File: src/rtl/rgb_sinp.sv
// WS2812b serial-line decoder: measures high/low pulse widths on a synchronized
// input and writes decoded GRB pixel words and stream-reset markers to a FIFO.
module rgb_sinp #(
  parameter int unsigned CLKS_MIN_HIGH   = 10,
  parameter int unsigned CLKS_BIT_THRESH = 58,
  parameter int unsigned CLKS_MAX_HIGH   = 150,
  parameter int unsigned CLKS_STR_RST    = 4800,
  parameter int unsigned COUNTER_MAX     = 5000
) (
  input  logic        clk,
  input  logic        rst_n,
  input  logic        in_sig,
  input  logic        in_wr_fifo_full,
  output logic        out_wr_fifo_en,
  output logic [31:0] out_wr_fifo_data,
  output logic        out_overflow,
  output logic        out_frame_err
);

  localparam int unsigned CW  = $clog2(COUNTER_MAX + 1);
  localparam int unsigned BCW = 5;
  localparam int unsigned SW  = 24;
  localparam int unsigned DW  = 32;

  localparam logic [DW-1:0] STR_RST_WORD = 32'hC000_0000;

  typedef enum logic [1:0] {
    S_LOW      = 2'd0,
    S_HIGH     = 2'd1,
    S_WAIT_LOW = 2'd2
  } state_t;

  state_t          state_q, state_d;
  logic [CW-1:0]   cnt_q, cnt_d, cnt_inc;
  logic [BCW-1:0]  bit_cnt_q, bit_cnt_d;
  logic [SW-1:0]   shift_q, shift_d;
  logic            armed_q, armed_d;
  logic            sync1_q, sync1_d;
  logic            sync2_q, sync2_d;
  logic            prev_q, prev_d;
  logic            wr_en_q, wr_en_d;
  logic [DW-1:0]   wr_data_q, wr_data_d;
  logic            ovf_q, ovf_d;
  logic            ferr_q, ferr_d;

  logic            rise;
  logic            bit_val;
  logic            emit;
  logic [DW-1:0]   emit_word;

  assign out_wr_fifo_en   = wr_en_q;
  assign out_wr_fifo_data = wr_data_q;
  assign out_overflow     = ovf_q;
  assign out_frame_err    = ferr_q;

  // Pulse-width FSM, bit assembly and FIFO write decision
  always_comb begin
    sync1_d   = in_sig;
    sync2_d   = sync1_q;
    prev_d    = sync2_q;
    state_d   = state_q;
    cnt_d     = cnt_q;
    bit_cnt_d = bit_cnt_q;
    shift_d   = shift_q;
    armed_d   = armed_q;
    wr_en_d   = 1'b0;
    wr_data_d = wr_data_q;
    ovf_d     = ovf_q;
    ferr_d    = ferr_q;
    emit      = 1'b0;
    emit_word = STR_RST_WORD;
    bit_val   = 1'b0;

    rise    = sync2_q & ~prev_q;
    cnt_inc = (cnt_q == CW'(COUNTER_MAX)) ? cnt_q : cnt_q + CW'(1);

    case (state_q)
      S_LOW: begin
        if (rise) begin
          cnt_d   = '0;
          state_d = S_HIGH;
        end else begin
          cnt_d = cnt_inc;
          if (armed_q && (cnt_q == CW'(CLKS_STR_RST - 1))) begin
            emit      = 1'b1;
            emit_word = STR_RST_WORD;
            if (bit_cnt_q != '0) ferr_d = 1'b1;
            bit_cnt_d = '0;
            shift_d   = '0;
            armed_d   = 1'b0;
          end
        end
      end
      S_HIGH: begin
        if (!sync2_q) begin
          state_d = S_LOW;
          cnt_d   = '0;
          if (cnt_q < CW'(CLKS_MIN_HIGH)) begin
            ferr_d = 1'b1;
          end else begin
            bit_val = (cnt_q >= CW'(CLKS_BIT_THRESH));
            shift_d = (shift_q << 1) | SW'(bit_val);
            armed_d = 1'b1;
            if (bit_cnt_q == BCW'(SW - 1)) begin
              emit      = 1'b1;
              emit_word = {8'h80, shift_d};
              bit_cnt_d = '0;
            end else begin
              bit_cnt_d = bit_cnt_q + BCW'(1);
            end
          end
        end else if (cnt_q > CW'(CLKS_MAX_HIGH)) begin
          ferr_d    = 1'b1;
          bit_cnt_d = '0;
          shift_d   = '0;
          state_d   = S_WAIT_LOW;
        end else begin
          cnt_d = cnt_inc;
        end
      end
      S_WAIT_LOW: begin
        if (!sync2_q) begin
          state_d = S_LOW;
          cnt_d   = '0;
        end
      end
      default: begin
        state_d = S_LOW;
        cnt_d   = '0;
      end
    endcase

    // A full FIFO drops the word but never stalls decoding
    if (emit) begin
      if (in_wr_fifo_full) begin
        ovf_d = 1'b1;
      end else begin
        wr_en_d   = 1'b1;
        wr_data_d = emit_word;
      end
    end
  end

  always_ff @(posedge clk or negedge rst_n) begin
    if (!rst_n) begin
      state_q   <= S_LOW;
      cnt_q     <= '0;
      bit_cnt_q <= '0;
      shift_q   <= '0;
      armed_q   <= 1'b1;
      sync1_q   <= 1'b0;
      sync2_q   <= 1'b0;
      prev_q    <= 1'b0;
      wr_en_q   <= 1'b0;
      wr_data_q <= '0;
      ovf_q     <= 1'b0;
      ferr_q    <= 1'b0;
    end else begin
      state_q   <= state_d;
      cnt_q     <= cnt_d;
      bit_cnt_q <= bit_cnt_d;
      shift_q   <= shift_d;
      armed_q   <= armed_d;
      sync1_q   <= sync1_d;
      sync2_q   <= sync2_d;
      prev_q    <= prev_d;
      wr_en_q   <= wr_en_d;
      wr_data_q <= wr_data_d;
      ovf_q     <= ovf_d;
      ferr_q    <= ferr_d;
    end
  end

endmodule

File: config.mk
export PLATFORM = sky130hd
export DESIGN_NAME = rgb_sinp
export DESIGN_NICKNAME = d
export VERILOG_FILES = /design/src/rtl/rgb_sinp.sv
export SDC_FILE = /design/constraint.sdc
export NUM_CORES = 1
export LEC_CHECK = 0
export ABC_AREA = 1
export CAP_MARGIN = 30
export CORE_MARGIN = 10
export CORE_UTILIZATION = 40
export CTS_CLUSTER_SIZE = 10
export DETAILED_ROUTE_END_ITERATION = 16
export PLACE_DENSITY_LB_ADDON = 0.15
export SLEW_MARGIN = 20
export SYNTH_ARGS = -nofsm -noshare
export SYNTH_HDL_FRONTEND = slang
export SYNTH_SLANG_ARGS = --single-unit
File: constraint.sdc
create_clock -name clk -period 1.9 [get_ports clk]
set_input_delay 0.19 -clock clk [delete_from_list [all_inputs] [get_ports clk]]
set_output_delay 0.19 -clock clk [all_outputs]
set_load 0.01 [all_outputs]
==> impl_results.html <==
<table>
<tr><th>Metric</th><th>Value</th></tr>
<tr><th colspan="2">Layout</th></tr>
<tr><td>Post-layout instance count excluding filler cells</td><td>716</td></tr>
<tr><td>Count of inserted antenna diode cells</td><td>0</td></tr>
<tr><td>Multi-input logic area</td><td>0.00188 mm2</td></tr>
<tr><td>Filler Cell Count</td><td>between 900 and 1000</td></tr>
<tr><td>Storage cell area</td><td>~0.0019 mm2</td></tr>
<tr><td>Growth of design area from synthesis to finish</td><td>16.6%</td></tr>
<tr><td>Share of final-layout standard cells stronger than drive strength 1</td><td>about 14%</td></tr>
<tr><td>Final Net Count</td><td>around 590</td></tr>
<tr><th colspan="2">Placed design</th></tr>
<tr><td>Placed wire-length estimate</td><td>6890 um</td></tr>
<tr><td>Placer's final routability congestion estimate</td><td>around 0.87</td></tr>
<tr><td>Total instance count after detailed placement</td><td>700</td></tr>
<tr><td>Number of port buffers</td><td>32</td></tr>
<tr><th colspan="2">Power</th></tr>
<tr><td>Leakage dissipation</td><td>between 0.002 and 0.0025 uW</td></tr>
<tr><td>Peak ir drop on the vdd network</td><td>about 0.53 mV</td></tr>
<tr><td>Power, Total</td><td>between 3000 and 4000 uW</td></tr>
<tr><td>Power per cell area</td><td>between 800 and 900 mW/mm2</td></tr>
<tr><th colspan="2">Setup path</th></tr>
<tr><td>Worst setup path category</td><td>flop to flop</td></tr>
<tr><td>Reg-to-Reg End</td><td>shift_q[4]</td></tr>
<tr><td>Worst Path Max Fanout</td><td>13</td></tr>
<tr><td>CP Data Arrival Time</td><td>about 2 ns</td></tr>
<tr><td>Worst-case reg-to-reg path depth</td><td>11</td></tr>
<tr><td>Slack of the worst reg-to-reg path</td><td>around 0.15 ns</td></tr>
<tr><td>Endpoint class of the critical path</td><td>flop</td></tr>
<tr><td>Kind of start point of the critical path</td><td>flop</td></tr>
<tr><td>Required time worst endpoint</td><td>2.15 ns</td></tr>
<tr><td>Crit Reg-Reg Startpoint</td><td>cnt_q[1]</td></tr>
<tr><th colspan="2">Global routing</th></tr>
<tr><td>Layer with the highest usage</td><td>met2</td></tr>
<tr><td>Met1 routing resource usage after global routing</td><td>between 15 and 20%</td></tr>
<tr><td>Aggregate global-route resource usage</td><td>between 10% and 20%</td></tr>
<tr><td>Met2 track demand over resource</td><td>approximately 22%</td></tr>
<tr><td>Number of antenna violations at the first check in global routing</td><td>0</td></tr>
<tr><td>Vias in the first global route</td><td>about 3400</td></tr>
<tr><td>Met3 capacity usage during global routing</td><td>3.16%</td></tr>
<tr><td>Overflow left after global routing</td><td>0</td></tr>
<tr><td>Pin count of the biggest net entering global routing</td><td>52</td></tr>
<tr><td>Global-route wire length before repair</td><td>around 16000 um</td></tr>
<tr><th colspan="2">STA</th></tr>
<tr><td>Remaining max-slew budget at the tightest pin</td><td>a little under three fifths</td></tr>
<tr><td>Tcrit/Tclk final</td><td>92.2%</td></tr>
<tr><td>Fin crit period</td><td>roughly 1.8 ns</td></tr>
<tr><td>Actual transition at the worst max-transition pin</td><td>0.664 ns</td></tr>
<tr><td>Final hold violations</td><td>0</td></tr>
<tr><td>Post-Route Skew</td><td>0.0100 ns</td></tr>
<tr><td>Final hold slack</td><td>between 0.2 and 0.3 ns</td></tr>
<tr><td>Final Max Tran Viols</td><td>0</td></tr>
<tr><td>Number of endpoints failing setup at the final stage</td><td>0</td></tr>
<tr><td>RSZ-0062 raised after global routing</td><td>false</td></tr>
<tr><td>Max Clock Freq</td><td>~570 MHz</td></tr>
<tr><td>Post-route setup TNS</td><td>0 ns</td></tr>
<tr><th colspan="2">Clock network</th></tr>
<tr><td>Num Clock Sinks</td><td>76</td></tr>
<tr><td>Num CTS Buffers</td><td>9</td></tr>
<tr><td>Library cell used as clock root buffer</td><td>sky130_fd_sc_hd__clkbuf_8</td></tr>
<tr><td>Post-CTS setup buffer count</td><td>0</td></tr>
<tr><td>CTS tree</td><td>done</td></tr>
<tr><td>Clock transition time at the flip-flop clock pins of the worst setup and hold paths</td><td>0.08 ns</td></tr>
<tr><td>Depth of the CTS H-tree</td><td>3</td></tr>
<tr><td>Clk Latency, worst-skew pair</td><td>approximately 0.35 ns</td></tr>
<tr><td>Clock buffer depth</td><td>2</td></tr>
<tr><th colspan="2">Detailed routing</th></tr>
<tr><td>Detailed-route wire length per cell</td><td>roughly 13 um</td></tr>
<tr><td>Detailed-route via count</td><td>3487</td></tr>
<tr><td>Via density</td><td>4.87</td></tr>
<tr><td>Routed WL</td><td>about 9600 um</td></tr>
<tr><td># DRC</td><td>0</td></tr>
<tr><td>Count of antenna-violating nets left after detailed routing</td><td>0</td></tr>
<tr><td>Number of detailed-route iterations in the first pass</td><td>4</td></tr>
<tr><td>DR iter-0 viols</td><td>around 190</td></tr>
<tr><th colspan="2">Yosys</th></tr>
<tr><td>Sequential element share of the synthesized area</td><td>46.4%</td></tr>
<tr><td>Unique cell type count in the Yosys netlist</td><td>30</td></tr>
<tr><td>Gate count of the mapped netlist</td><td>between 500 and 600</td></tr>
<tr><td>Number of enable flip-flop cells after synthesis</td><td>0</td></tr>
<tr><td>Post-Syn Area</td><td>about 0.0041 mm2</td></tr>
<tr><td>Fraction of synthesis flops using an asynchronous set or reset pin</td><td>100%</td></tr>
<tr><td>Area leader, netlist</td><td>sky130_fd_sc_hd__dfrtp_1</td></tr>
<tr><td>Mean instance size in the synthesized netlist</td><td>7.66 um2</td></tr>
<tr><td>Area share of the largest cell type after synthesis</td><td>a little under half</td></tr>
<tr><td>Yosys warnings</td><td>0</td></tr>
<tr><td>Most instantiated library cell after synthesis</td><td>sky130_fd_sc_hd__nand2_1</td></tr>
<tr><td>Cell types occupying the most area after synthesis</td><td>sky130_fd_sc_hd__dfrtp_1 (46%), sky130_fd_sc_hd__nand2_1 (20%), sky130_fd_sc_hd__nand4_1 (5.5%), sky130_fd_sc_hd__nor2_1 (4.2%), sky130_fd_sc_hd__nand2_2 (3.7%)</td></tr>
<tr><td>Main synth FF type</td><td>sky130_fd_sc_hd__dfrtp_1</td></tr>
<tr><td>List of most frequent post-synthesis cells</td><td>sky130_fd_sc_hd__nand2_1 (214), sky130_fd_sc_hd__dfrtp_1 (75), sky130_fd_sc_hd__nor2_1 (46)</td></tr>
<tr><td>Number of flip-flops and latches in the synthesized netlist</td><td>76</td></tr>
<tr><th colspan="2">Floorplanning</th></tr>
<tr><td>Standard-cell row count</td><td>36</td></tr>
<tr><td>Die extent in y</td><td>approximately 120 um</td></tr>
<tr><td>Standard cell core area</td><td>around 0.0099 mm2</td></tr>
<tr><td>Floorplan die width</td><td>approximately 120 um</td></tr>
<tr><td>Initial core utilization</td><td>about two fifths</td></tr>
<tr><td>I/O pins</td><td>39</td></tr>
<tr><td>Floorplan die area</td><td>about 0.015 mm2</td></tr>
<tr><th colspan="2">Worst hold path</th></tr>
<tr><td>Cell count of the worst hold path</td><td>1</td></tr>
<tr><td>Class of the tightest hold or removal check</td><td>primary input to flop</td></tr>
<tr><td>Startpoint of the tightest hold check path</td><td>in_sig</td></tr>
<tr><td>Capture endpoint of the worst hold path</td><td>sync1_q</td></tr>
<tr><th colspan="2">Run status</th></tr>
<tr><td>Status</td><td>completed</td></tr>
<tr><th colspan="2">Job</th></tr>
<tr><td>Max-cap viol count</td><td>0</td></tr>
</table>
layer usage:
metal  wire length, um  share of wire (%)  up-vias
li1                  -                  -     1768
met1              4270                 45     1626
met2              4650                 49       83
met3               529                5.5       10
met4               112                1.2        0
met5                 0                  0        -
sequential cells by signal, indices dropped and copies added (netlist names):
signal and count:
out_wr_fifo_data 26, shift_q 23, cnt_q 13, bit_cnt_q 5, state_q 2, armed_q 1, out_frame_err 1, out_overflow 1
out_wr_fifo_en 1, prev_d 1, prev_q 1, sync1_q 1
stage by stage:
stage	instance area, um2	worst slack [ns]	utilization [%]
floorplan	4120	0.203	-
global placement	4600	0.205	46.6
detailed placement	4600	0.183	46.6
CTS	4770	0.144	48.4
global route	4780	0.0106	48.5
finish	4780	0.149	48.5
placed cells by master, fill, tap and decap left out, types with 9 or more instances in the layout:
cell	netlist	routed
sky130_fd_sc_hd__nand2_1	214	214
sky130_fd_sc_hd__nand4_1	36	36
sky130_fd_sc_hd__nand2_2	24	24
sky130_fd_sc_hd__dfrtp_1	75	75
sky130_fd_sc_hd__clkdlybuf4s50_1	0	31
sky130_fd_sc_hd__nor2_1	46	46
sky130_fd_sc_hd__clkbuf_8	0	9
sky130_fd_sc_hd__nand3_1	26	26
sky130_fd_sc_hd__buf_4	9	21
sky130_fd_sc_hd__inv_1	33	33
cell type report:
| class | instances | area share [%] |
|---|---|---|
| Clock buffer | 9 | 2.59 |
| Clock inverter | 6 | 0.864 |
| Inverter | 39 | 3.06 |
| Multi-Input combinational cell | 398 | 39.4 |
| Sequential cell | 76 | 39.8 |
| Tap cell | 133 | 3.48 |
| Timing Repair Buffer | 55 | 10.8 |
kinds of logic (layout without fill, tap and decap cells):
kind of cell	Yosys count	count (layout)	synth area share, %
other	1	6	0.0915
flip-flops	76	76	46.4
XOR/XNOR	5	5	1.07
buffers and inverters	66	109	8.33
adder cells (fa/ha/maj)	4	4	1.22
AND/OR/NAND/NOR	368	368	40.8
AO/OA/AOI/OAI	15	15	2.01
worst max-delay path by stage:
stage          startpoint                    to  slack, ns  cells after the start
6_report         cnt_q[1]            shift_q[4]       0.15                     11
5_1_grt         cnt_q[11]            shift_q[4]       0.01                     10
4_1_cts          cnt_q[1]   out_wr_fifo_data[8]       0.14                     10
3_5_place_dp     cnt_q[1]  out_wr_fifo_data[12]       0.18                     10
3_3_place_gp     cnt_q[2]  out_wr_fifo_data[30]       0.20                      7
2_1_floorplan    cnt_q[0]          bit_cnt_q[2]       0.20                     11
power by group:
group          leakage (uW)  total (uW)  switching, uW  internal (uW)
Sequential          0.00103        1730           56.9           1670
Clock             0.0000775        1080            613            466
Combinational       0.00130        1110            785            325
critical path, cell delays in order, from the launching register on:
cell and delay (ns):
sky130_fd_sc_hd__dfrtp_1 0.42, sky130_fd_sc_hd__ha_1 0.19, sky130_fd_sc_hd__nand2_1 0.08, sky130_fd_sc_hd__nor2_1 0.09, sky130_fd_sc_hd__nand2_1 0.10, sky130_fd_sc_hd__nor2_4 0.13, sky130_fd_sc_hd__nand3_2 0.09, sky130_fd_sc_hd__nand2_4 0.12
sky130_fd_sc_hd__nand3_4 0.08, sky130_fd_sc_hd__buf_4 0.21, sky130_fd_sc_hd__nand2_1 0.09, sky130_fd_sc_hd__nand2_1 0.05
what timing repair did:
action / CTS / global route
endpoints found under the hold margin: 48 / 0
gates resized for setup: 0 / 1
hold buffers: 1 / 0
endpoints found under the setup margin: 0 / 2
Note: power is estimated with default switching activity, not from simulation.
